## src/rtl/generation_counter.sv

```systemverilog
// Generation counter for the seven-segment display: counts engine generations and owns run/pause.
// Define GENERATION_COUNTER_WRAP_EN to wrap MAX_COUNT -> 0 instead of saturating.

module generation_counter_debounce #(
    parameter int DEBOUNCE_CYCLES = 1000000,
    parameter int DB_WIDTH        = 20
) (
    input  logic clock_100,
    input  logic reset,
    input  logic btn_raw,
    output logic press_evt
);

    localparam logic [DB_WIDTH-1:0] DB_LAST = DB_WIDTH'(DEBOUNCE_CYCLES - 1);

    logic                sync1_q, sync1_d;
    logic                sync2_q, sync2_d;
    logic                level_q, level_d;
    logic [DB_WIDTH-1:0] cnt_q, cnt_d;

    always_comb begin
        sync1_d   = btn_raw;
        sync2_d   = sync1_q;
        level_d   = level_q;
        cnt_d     = cnt_q;
        press_evt = 1'b0;
        // The count only advances while the synchronized sample disagrees with the accepted level.
        if (sync2_q == level_q) begin
            cnt_d = '0;
        end else if (cnt_q == DB_LAST) begin
            level_d   = ~level_q;
            cnt_d     = '0;
            press_evt = ~level_q;
        end else begin
            cnt_d = cnt_q + 1'b1;
        end
    end

    always_ff @(posedge clock_100 or posedge reset) begin
        if (reset) begin
            sync1_q <= 1'b0;
            sync2_q <= 1'b0;
            level_q <= 1'b0;
            cnt_q   <= '0;
        end else begin
            sync1_q <= sync1_d;
            sync2_q <= sync2_d;
            level_q <= level_d;
            cnt_q   <= cnt_d;
        end
    end

endmodule

module generation_counter #(
    parameter int MAX_COUNT       = 9999,
    parameter int DEBOUNCE_CYCLES = 1000000,
    parameter int DB_WIDTH        = 20
) (
    input  logic        clock_100,
    input  logic        reset,
    input  logic        gen_done,
    input  logic        btn_pause,
    input  logic        btn_clear,
    output logic [13:0] num,
    output logic        running,
    output logic        saturated
);

    localparam logic [13:0] MAX_NUM = 14'(MAX_COUNT);

`ifdef GENERATION_COUNTER_WRAP_EN
    typedef enum logic [1:0] {
        RUN   = 2'd0,
        PAUSE = 2'd1
    } state_t;
`else
    typedef enum logic [1:0] {
        RUN   = 2'd0,
        PAUSE = 2'd1,
        SAT   = 2'd2
    } state_t;
`endif

    state_t      state_q, state_d;
    logic [13:0] num_q, num_d;
    logic        gen_done_q, gen_done_d;
    logic        pause_evt;
    logic        clear_evt;
    logic        gen_edge;
    logic [13:0] num_inc;

    generation_counter_debounce #(
        .DEBOUNCE_CYCLES(DEBOUNCE_CYCLES),
        .DB_WIDTH       (DB_WIDTH)
    ) u_db_pause (
        .clock_100(clock_100),
        .reset    (reset),
        .btn_raw  (btn_pause),
        .press_evt(pause_evt)
    );

    generation_counter_debounce #(
        .DEBOUNCE_CYCLES(DEBOUNCE_CYCLES),
        .DB_WIDTH       (DB_WIDTH)
    ) u_db_clear (
        .clock_100(clock_100),
        .reset    (reset),
        .btn_raw  (btn_clear),
        .press_evt(clear_evt)
    );

    assign gen_edge = gen_done & ~gen_done_q;
    assign num_inc  = num_q + 14'd1;

    always_comb begin
        gen_done_d = gen_done;
        state_d    = state_q;
        num_d      = num_q;
        case (state_q)
            RUN: begin
                if (gen_edge) begin
`ifdef GENERATION_COUNTER_WRAP_EN
                    num_d = (num_q == MAX_NUM) ? 14'd0 : num_inc;
`else
                    num_d = num_inc;
                    if (num_inc == MAX_NUM) begin
                        state_d = SAT;
                    end
`endif
                end
                // Saturation outranks a simultaneous pause toggle.
                if (pause_evt && (state_d == RUN)) begin
                    state_d = PAUSE;
                end
            end
            PAUSE: begin
                if (pause_evt) begin
                    state_d = RUN;
                end
            end
`ifndef GENERATION_COUNTER_WRAP_EN
            SAT: begin
                state_d = SAT;
            end
`endif
            default: begin
                state_d = PAUSE;
                num_d   = 14'd0;
            end
        endcase
        // Clear drops any same-cycle edge but still honours a pause toggle outside SAT.
        if (clear_evt) begin
            num_d = 14'd0;
            if (state_q == RUN) begin
                state_d = pause_evt ? PAUSE : RUN;
            end else if (state_q == PAUSE) begin
                state_d = pause_evt ? RUN : PAUSE;
            end else begin
                state_d = RUN;
            end
        end
    end

    always_ff @(posedge clock_100 or posedge reset) begin
        if (reset) begin
            state_q    <= PAUSE;
            num_q      <= 14'd0;
            gen_done_q <= 1'b0;
        end else begin
            state_q    <= state_d;
            num_q      <= num_d;
            gen_done_q <= gen_done_d;
        end
    end

    assign num     = num_q;
    assign running = (state_q == RUN);
`ifdef GENERATION_COUNTER_WRAP_EN
    assign saturated = 1'b0;
`else
    assign saturated = (state_q == SAT);
`endif

endmodule

```

## config.mk

```make
export PLATFORM = sky130hd
export DESIGN_NAME = generation_counter
export DESIGN_NICKNAME = d
export VERILOG_FILES = /design/src/rtl/generation_counter.sv
export SDC_FILE = /design/constraint.sdc
export NUM_CORES = 1
export LEC_CHECK = 0
export CORE_MARGIN = 3
export CORE_UTILIZATION = 50
export CTS_CLUSTER_SIZE = 16
export DETAILED_ROUTE_END_ITERATION = 12
export HOLD_SLACK_MARGIN = 0.12
export PLACE_DENSITY = 0.69
export SYNTH_ARGS = -nofsm -noshare
export SYNTH_HDL_FRONTEND = slang
export SYNTH_SLANG_ARGS = --single-unit
```

## constraint.sdc

```tcl
create_clock -name clock_100 -period 5.2 [get_ports clock_100]
set_input_delay 0.52 -clock clock_100 [delete_from_list [all_inputs] [get_ports clock_100]]
set_output_delay 0.52 -clock clock_100 [all_outputs]
set_load 0.05 [all_outputs]
```

# [Yosys cells after proc, flatten, opt, wreduce, memory -nomap -nowiden]
# Cells that the tools add are included.
[word_totals] inputBits=5 output_inout_bits=16 ff_bits=63 word_cells=59
[classes] n_mux=22 n_addsub=3 bitwise_logic=6 reduce_logical=7 eq_ne=10
[op_table] cell="$mux W20" count=4
[op_table] cell="$add A20 B1 Y20 const B" count=2
[op_table] cell="$eq A20 B20 Y1 const B" count=2
[op_table] cell="$mux W14" count=2
[op_table] cell="$pmux W14 S2" count=1
[op_table] cell="$add A14 B1 Y14 const B" count=1
[op_table] cell="$eq A14 B14 Y1 const B" count=1
[op_table] cell="$mux W2" count=6
[op_table] cell="$mux W1" count=8
[op_table] cell="$pmux W2 S3" count=1
[op_table] cell="$reduce_and A2 Y1" count=3
[op_table] cell="$not A1 Y1" count=5
[op_table] cell="$logic_not A2 Y1" count=2
[op_table] cell="$ne A3 B1 Y1 const B" count=1
[op_table] cell="$ne A3 B3 Y1 const B" count=1
[op_table] cell="$eq A1 B1 Y1" count=2
[op_table] cell="$eq A2 B1 Y1 const B" count=1
[op_table] cell="$eq A2 B2 Y1 const B" count=1
[op_table] cell="$ne A2 B1 Y1 const B" count=1
[op_table] cell="$reduce_or A2 Y1" count=1
[op_table] cell="$and A1 B1 Y1" count=1
[op_table] cell="$logic_and A1 B1 Y1" count=1

# [Longest topological paths before layout]
# Gate-level depths: netlist of the first run.
[logic_depth] ltp_word=10 depth_mapped=10 mapped_depth_nobuf=7

# [Cells and area by module]
# From an unflattened synthesis of the first run, not the netlist that was laid out.
[unflattened] cells_unflattened=339 area_unflattened_um2=3469.6
[by_module_without_submodules] mod="generation_counter_debounce" seq_area_each_um2=575.6 cells_each=107 instances=2 area_per_inst_um2=1163.6
[by_module_without_submodules] mod="generation_counter" seq_area_each_um2=426.7 cells_each=125 instances=1 area_per_inst_um2=1142.3

# [Worst setup path before layout of the first run]
# No wires, ideal clock.
[synth_timing] path_type="register to register" start="register num_q[0] (netlist: num[0])" end="register state_q[1]" period_less_slack_ns=2.367 arrival_time_ns=2.290 setup_ns=0.077 path_stages_with_launch=8 setup_slack_ns=2.833 n_path_buf=0 required_ns=5.123 cell_sequence="dfrtp_1 > ha_1 > nand4_1 > nor4_1 > xnor2_1 > nand4b_1 > or4b_1 > a21oi_1"
[synth_between] elab_chain_cells=10
[synth_lines] item="start: declaration" line_no="86" rtl="logic [13:0] num_q, num_d;"
[synth_lines] item="start signal: assignment" line_no="172" rtl="num_q <= num_d;"
[synth_lines] item="$add A14 B1 Y14 *" line_no="114" rtl="assign num_inc = num_q + 14'd1;"
[synth_lines] item="$eq A14 B14 Y1 *" line_no="127" rtl="if (num_inc == MAX_NUM) begin"
[synth_lines] item="$mux W2 *" line_no="127"
[synth_lines] item="$mux W2 *" line_no="122" rtl="if (gen_edge) begin"
[synth_lines] item="$mux W2 *" line_no="120" rtl="case (state_q)"
[synth_lines] item="$logic_not A2 Y1" line_no="133" rtl="if (pause_evt && (state_d == RUN)) begin"
[synth_lines] item="$logic_and A1 B1 Y1" line_no="133"
[synth_lines] item="$mux W2 *" line_no="133"
[synth_lines] item="$pmux W2 S3 *" line_no="120"
[synth_lines] item="$mux W2 *" line_no="153" rtl="if (clear_evt) begin"
[synth_lines] item="end signal: assignment" line_no="171" rtl="state_q <= state_d;"
[synth_lines] item="end: declaration" line_no="85" rtl="state_t state_q, state_d;"
# Every way passes the cells marked *; elsewhere a longest branch is shown, timed or not. The select of a mux whose other input is x is not followed.
# A chain may end at the register's enable or synchronous reset.

# [Worst setup path in the final report of the first run]
[layout_timing] start="register u_db_clear.cnt_q[10]" end="register num_q[8] (netlist: num[8])"
[layout_between] elab_chain_cells=5 word_cells_on_any_way=7 cone_classes="3 x eq/ne; 3 x mux; 1 x reduce/logical"
[layout_lines] item="start: declaration" line_no="19" rtl="logic [DB_WIDTH-1:0] cnt_q, cnt_d;"
[layout_lines] item="start signal: assignment" line_no="49" rtl="cnt_q <= cnt_d;"
[layout_lines] item="$eq A20 B20 Y1 *" line_no="30" rtl="end else if (cnt_q == DB_LAST) begin"
[layout_lines] item="$mux W1 *" line_no="30"
[layout_lines] item="$mux W1 *" line_no="28" rtl="if (sync2_q == level_q) begin"
[layout_lines] item="$ne A3 B1 Y1 (no source line) or $ne A2 B1 Y1 (tied branches)"
[layout_lines] item="$reduce_and A2 Y1 (no source line)"
# Every way passes the cells marked *; elsewhere a longest branch is shown, timed or not.

==> flow_metrics.env, run 1 <==
export IMPL_status="finished clean"
export IMPL_synth_xor_area_share_pct=12.1
export IMPL_synthDistinctLibCells=48
export IMPL_reg2reg_depth=6
export IMPL_leakage_nw=1.57
export IMPL_grt_pass1_wl_mm=10.8
export IMPL_h_tree_depth=3
export IMPL_most_common_layout_cells="dfrtp_1 (62), nor2_1 (50), nand2_1 (35), xor2_1 (25)"
export IMPL_synth_simple_area_share_pct=26.4
export IMPL_initial_core_util_pct=53.2
export IMPL_hold_class="flop to flop"
export IMPL_nNetsFinal=370
export IMPL_hold_path_end="u_db_pause.sync2_q"
export IMPL_synth_seq_cells=63
export IMPL_highest_layer="met4"
export IMPL_cts_root_buf="clkbuf_8"
export IMPL_vias_per_cell=5.49
export IMPL_synth_compound_area_share_pct=6.59
export IMPL_die_area_um2=7490
export IMPL_worstPathRequired_ns=5.43
export IMPL_wl_per_cell_um=13.9
export IMPL_cts_buffers=9
export IMPL_fillers=549
export IMPL_period_minus_slack_ns=2.56
export IMPL_yosys_most_used_dff="dfrtp_1"
export IMPL_num_vias=2393
export IMPL_min_path_cells=0
export IMPL_clk_path_buf_depth=2
export IMPL_drc=0
export IMPL_rows=28
export IMPL_gp_congestion=0.812
export IMPL_grt_use_total_pct=18.3
export IMPL_synth_fa_ha_area_share_pct=2.70
export IMPL_critPathBufInv=0
export IMPL_die_w_um=86.6
export IMPL_cts_hold_buf=0
export IMPL_power_w=0.000896
export IMPL_post_cts_resized=0
export IMPL_async_flop_share_pct=100
export IMPL_pin_count=21
export IMPL_rsz0062_at_grt="no"
export IMPL_rrSetupSlack_ns=2.64
export IMPL_crit_path_max_fanout=19
export IMPL_hold_viol=0
export IMPL_timing_slew_headroom_pct=51.8
export IMPL_layout_commonest_cell="dfrtp_1"
export IMPL_post_cts_setup_buffers=0
export IMPL_gr_total_overflow=0
export IMPL_dr_pass1_iters=4
export IMPL_cp_cell_sequence="or4_1, nor4_2, and4b_1, or4b_1, nor3_1, a211o_1"
export IMPL_timing_final_crit_share_pct=49.2
export IMPL_startpoint="u_db_clear.cnt_q[10]"
export IMPL_muxShareOfSynthArea_pct=1.04
export IMPL_worst_pin_slew_ns=0.720
export IMPL_design_core_area_um2=6100
export IMPL_syn2layout_area_growth_pct=12.8
export IMPL_netlist_instances=335
export IMPL_numPortBuffers=20
export IMPL_r2r_start="u_db_clear.cnt_q[10]"
export IMPL_drive_gt1_share_pct=7.20
export IMPL_dp_cells=422
export IMPL_wl_met1_mm=3.09
export IMPL_die_h_um=86.6
export IMPL_grt_max_degree=49
export IMPL_cts_sinks=63
export IMPL_dp_hpwl_mm=4.10
export IMPL_clkLatencyLatePin_ns=0.34
export IMPL_fmax_ghz=0.391
export IMPL_start_kind="flop"
export IMPL_route_met2_wl_mm=2.67
export IMPL_crit_arrival_ns=2.79
export IMPL_instances_no_fill=436
export IMPL_synth_edf_count=0
export IMPL_wl_mm=6.05
export IMPL_cts_tree="done"
export IMPL_syn_nets=347
export IMPL_grt_pass1_vias=2376
export IMPL_pwr_density_cell_nw_per_um2=245
export IMPL_slowest_stage="or4_1"
export IMPL_seq_area_frac_synth_pct=48.6
export IMPL_min_from="u_db_pause.sync1_q"
export IMPL_worstReg2RegEnd="num[8]"
export IMPL_critical_path_max_stage_delay_ns=0.54
export IMPL_path_delay_family="simple AND/OR/NAND/NOR gates"
export IMPL_met3_length_um=173
export IMPL_ant_nets=0
export IMPL_drt_iter0_markers=76
export IMPL_critPathKind="flop to flop"
export IMPL_setup_viol=0
export IMPL_ir_drop_uv=180
export IMPL_max_cap_viol_count=0
export IMPL_ff_latch_area_um2=1580
export IMPL_num_antenna_cells=0
export IMPL_antenna_found_initial=0
export IMPL_syn_area_per_cell_um2=9.68
export IMPL_slew_violations=0
export IMPL_tns_ns=0
export IMPL_fin_skew_ns=0.00578
export IMPL_synth_top_family_by_area="simple AND/OR/NAND/NOR gates"
export IMPL_syn_area_um2=3240
export IMPL_multi_input_area_um2=1590
export IMPL_cts_clk_slew_worst_paths_ns=0.07
export IMPL_ys_warn_count=0
export IMPL_endpoint_kind="flop"
## cells in the mapped netlist (2+ instances only)
| cell | number | area [µm²] |
|---|---|---|
| buf_2 | 2 | 10.0 |
| nor2_1 | 50 | 188 |
| nand3_1 | 18 | 90.1 |
| nor4_1 | 4 | 25.0 |
| nor4b_1 | 2 | 17.5 |
| a21o_1 | 4 | 30.0 |
| or2_2 | 2 | 12.5 |
| nand2b_1 | 3 | 18.8 |
| ha_1 | 7 | 87.6 |
| o211ai_1 | 2 | 15.0 |
| clkbuf_1 | 4 | 15.0 |
| xor2_1 | 25 | 219 |
| nand4_1 | 10 | 62.6 |
| dfrtp_1 | 62 | 1550 |
| a21oi_1 | 6 | 30.0 |
| nor3_1 | 9 | 45.0 |
| inv_1 | 8 | 30.0 |
| or4b_1 | 2 | 20.0 |
| xnor2_1 | 20 | 175 |
| and2_1 | 2 | 12.5 |
| nor3b_1 | 5 | 37.5 |
| or3_1 | 2 | 12.5 |
| o21ai_0 | 16 | 80.1 |
| mux2_2 | 3 | 33.8 |
| and3_1 | 9 | 56.3 |
| buf_4 | 2 | 15.0 |
| nand2_1 | 35 | 131 |
## worst register-to-register path, delay by kind of cell, from the launching register on
kind,cells,cell delay (ns)
DFF,1,0.41
and+or+nand+nor,5,1.75
AOI/OAI and AO/OA,1,0.28
## worst max path at each step
| stage | to | depth (start not counted) | slack, ns |
|---|---|---|---|
| global placement | num[8] | 6 | 2.73 |
| finish | num[8] | 6 | 2.64 |
| detailed placement | num[8] | 6 | 2.65 |
| floorplan | state_q[1] | 7 | 2.83 |
| CTS | running | 3 | 2.64 |
| global route | num[8] | 6 | 2.45 |
## metal layers
layer	vias to the layer above	track usage, %
li1	1189	-
met1	1159	25.9
met2	37	26.4
met3	8	3.99
met4	0	9.49
met5	-	0
## cell type report
class / count / area share (%)
Clock buffer: 13 / 4.34
Clock inverter: 1 / 0.137
Inverter: 8 / 0.821
Multi-Input combinational cell: 255 / 43.3
Sequential cell: 63 / 43.1
Tap cell: 75 / 2.56
Timing Repair Buffer: 21 / 5.68
## power breakdown
part           internal [W]  leakage [nW]  switching [W]   total, W
logic            0.00000809         0.628      0.0000183  0.0000264
registers          0.000496         0.860     0.00000472   0.000501
clock network      0.000193        0.0854       0.000175   0.000368
## registers in the layout, summed over array words and instances, names as in the netlist, 2 cells and up
signal	flops
num	14
state_q	2
u_db_clear.cnt_q	20
u_db_pause.cnt_q	20
## logic make-up after synthesis
logic type                 after synthesis
AOI/OAI and AO/OA                       33
xor gates and xnor gates                45
adders and majority gates                7
muxes                                    3
DFF                                     63
buffers and inverters                   17
and+or+nand+nor                        167
## through the flow
| step | util (%) | instance area, µm² | setup WS (ns) | hold WS, ns |
|---|---|---|---|---|
| 2_1_floorplan | - | 3240 | 2.83 | 0.331 |
| 3_3_place_gp | 57.3 | 3490 | 2.73 | 0.332 |
| 3_5_place_dp | 57.3 | 3490 | 2.65 | 0.339 |
| 4_1_cts | 60.0 | 3660 | 2.64 | 0.353 |
| 5_1_grt | 60.0 | 3660 | 2.45 | 0.355 |
| 6_report | 60.0 | 3660 | 2.64 | 0.350 |
Note: power is estimated with default switching activity, not from simulation.
==> inputs of run 2 (changes only) <==
Settings changed: PLACE_DENSITY 0.69 to 0.72.
Clock period 5.2 ns to 2.31 ns, I/O delays scaled along.
==> flow_metrics.env, run 2 (synthesis gave the netlist of run 1 again) <==
export IMPL_dr_pass1_iters=4
export IMPL_ir_drop_uv=551
export IMPL_dp_slack_ns=0.0731
export IMPL_worstPathRequired_ns=2.56
export IMPL_setup_slack_ns=0.134
export IMPL_grt_max_degree=30
export IMPL_dp_hpwl_mm=4.35
export IMPL_setup_viol=0
export IMPL_tns_ns=0
export IMPL_design_core_area_um2=6100
export IMPL_grt_pass1_vias=2485
export IMPL_max_cap_viol_count=0
export IMPL_pwr_density_cell_nw_per_um2=522
export IMPL_gp_congestion=0.851
export IMPL_timing_slew_headroom_pct=49.1
export IMPL_fin_util_pct=62.6
export IMPL_h_tree_depth=3
export IMPL_nNetsFinal=387
export IMPL_rsz0062_at_grt="yes"
export IMPL_fin_skew_ns=0.00682
export IMPL_slew_violations=0
export IMPL_wl_mm=6.24
export IMPL_critPathKind="flop to flop"
export IMPL_drc=0
export IMPL_wl_per_cell_um=13.7
export IMPL_cts_buffers=9
export IMPL_leakage_nw=1.67
export IMPL_die_h_um=86.6
export IMPL_hold_viol=0
export IMPL_instances_no_fill=455
export IMPL_crit_arrival_ns=2.43
export IMPL_die_w_um=86.6
export IMPL_worst_pin_slew_ns=0.760
export IMPL_numPortBuffers=20
export IMPL_status="finished clean"
export IMPL_cts_root_buf="clkbuf_8"
export IMPL_ant_nets=0
export IMPL_fmax_ghz=0.459
export IMPL_clkLatencyLatePin_ns=0.34
export IMPL_grt_pass1_wl_mm=11.2
export IMPL_cts_clk_slew_worst_paths_ns=0.07
export IMPL_drive_gt1_share_pct=13.4
export IMPL_gr_total_overflow=0
export IMPL_crit_path_max_fanout=5
export IMPL_antenna_found_initial=0
export IMPL_timing_final_crit_share_pct=94.2
export IMPL_drt_iter0_markers=133
export IMPL_hold_class="primary input to asynchronous set/reset pin"
export IMPL_num_antenna_cells=0
export IMPL_dp_cells=436
export IMPL_initial_core_util_pct=53.2
export IMPL_cts_hold_buf=0
export IMPL_cts_sinks=63
export IMPL_period_minus_slack_ns=2.18
export IMPL_layout_commonest_cell="dfrtp_1"
export IMPL_vias_per_cell=5.43
export IMPL_rows=28
export IMPL_cts_tree="done"
export IMPL_grt_use_total_pct=18.9
export IMPL_clk_path_buf_depth=2
export IMPL_start_kind="flop"
export IMPL_die_area_um2=7490
export IMPL_pin_count=21
export IMPL_most_common_layout_cells="dfrtp_1 (60), nor2_1 (50), nand2_1 (35), xor2_1 (25), xnor2_1 (20)"
export IMPL_num_vias=2471
export IMPL_syn2layout_area_growth_pct=17.6
export IMPL_endpoint_kind="flop"
-- run 2: cell count changes in the layout (fill, tap and decap cells not counted), moves of 2 or more --
cell      change
nor4b_1       -2
clkinv_2      +2
dfrtp_1       -2
clkbuf_8      -2
buf_4        +16
nor4b_2       +2
dfrtp_2       +2
-- run 2: where the power goes --
group	internal (W)	switching (W)
clock network	0.000385	0.000413
logic	0.0000244	0.0000426
registers	0.00112	0.0000104
-- run 2: per-layer routing --
metal	track usage, %	up-vias	part of all wire (%)
met5	0	-	0
met4	8.07	0	1.4
met3	3.52	8	2.2
met2	29.8	26	47
met1	25.7	1204	49
li1	-	1233	-
-- run 2: worst paths after layout --
check / from / end / slack [ns] / depth (start not counted)
worst max-delay path: u_db_pause.cnt_q[0] / state_q[0] / 0.13 / 7
worst min-delay path: reset / u_db_clear.cnt_q[12] / 0.22 / 2
worst max register to register: u_db_pause.cnt_q[0] / state_q[0] / 0.13 / 7
worst min register to register: u_db_clear.sync1_q / u_db_clear.sync2_q / 0.35 / 0
max in group asynchronous: reset / state_q[0] / 1.52 / 3
min in group clock_100: btn_clear / u_db_clear.sync1_q / 0.33 / 1
-- run 2: metrics by stage --
| step | power (W) | hold slack (ns) | cell area, µm² |
|---|---|---|---|
| global placement | 0.00121 | 0.333 | 3610 |
| global route | 0.00208 | 0.235 | 3820 |
| CTS | 0.00202 | 0.220 | 3770 |
| floorplan | 0.00119 | 0.262 | 3250 |
| finish | 0.00199 | 0.219 | 3820 |
| detailed placement | 0.00122 | 0.336 | 3610 |
-- run 2: final cells by class --
| type | count | area [µm²] |
|---|---|---|
| Fill cell | 537 | 2280 |
| Sequential cell | 63 | 1580 |
| Tap cell | 75 | 93.8 |
| Inverter | 8 | 30.0 |
| Multi-Input combinational cell | 255 | 1600 |
| Clock buffer | 12 | 135 |
| Timing Repair Buffer | 38 | 350 |
| Clock inverter | 4 | 22.5 |
-- run 2: timing repair --
action | CTS | global route
setup buffers | 0 | 3
endpoints found under the setup margin | 0 | 4
resized for setup | 0 | 6
-- run 2: worst max-delay path: stages (launching register included) --
cell      delay [ns]
dfrtp_1         0.38
ha_2            0.21
nand3_2         0.09
or2_4           0.29
or4_2           0.69
and3_1          0.21
o21bai_1        0.12
o211ai_1        0.10
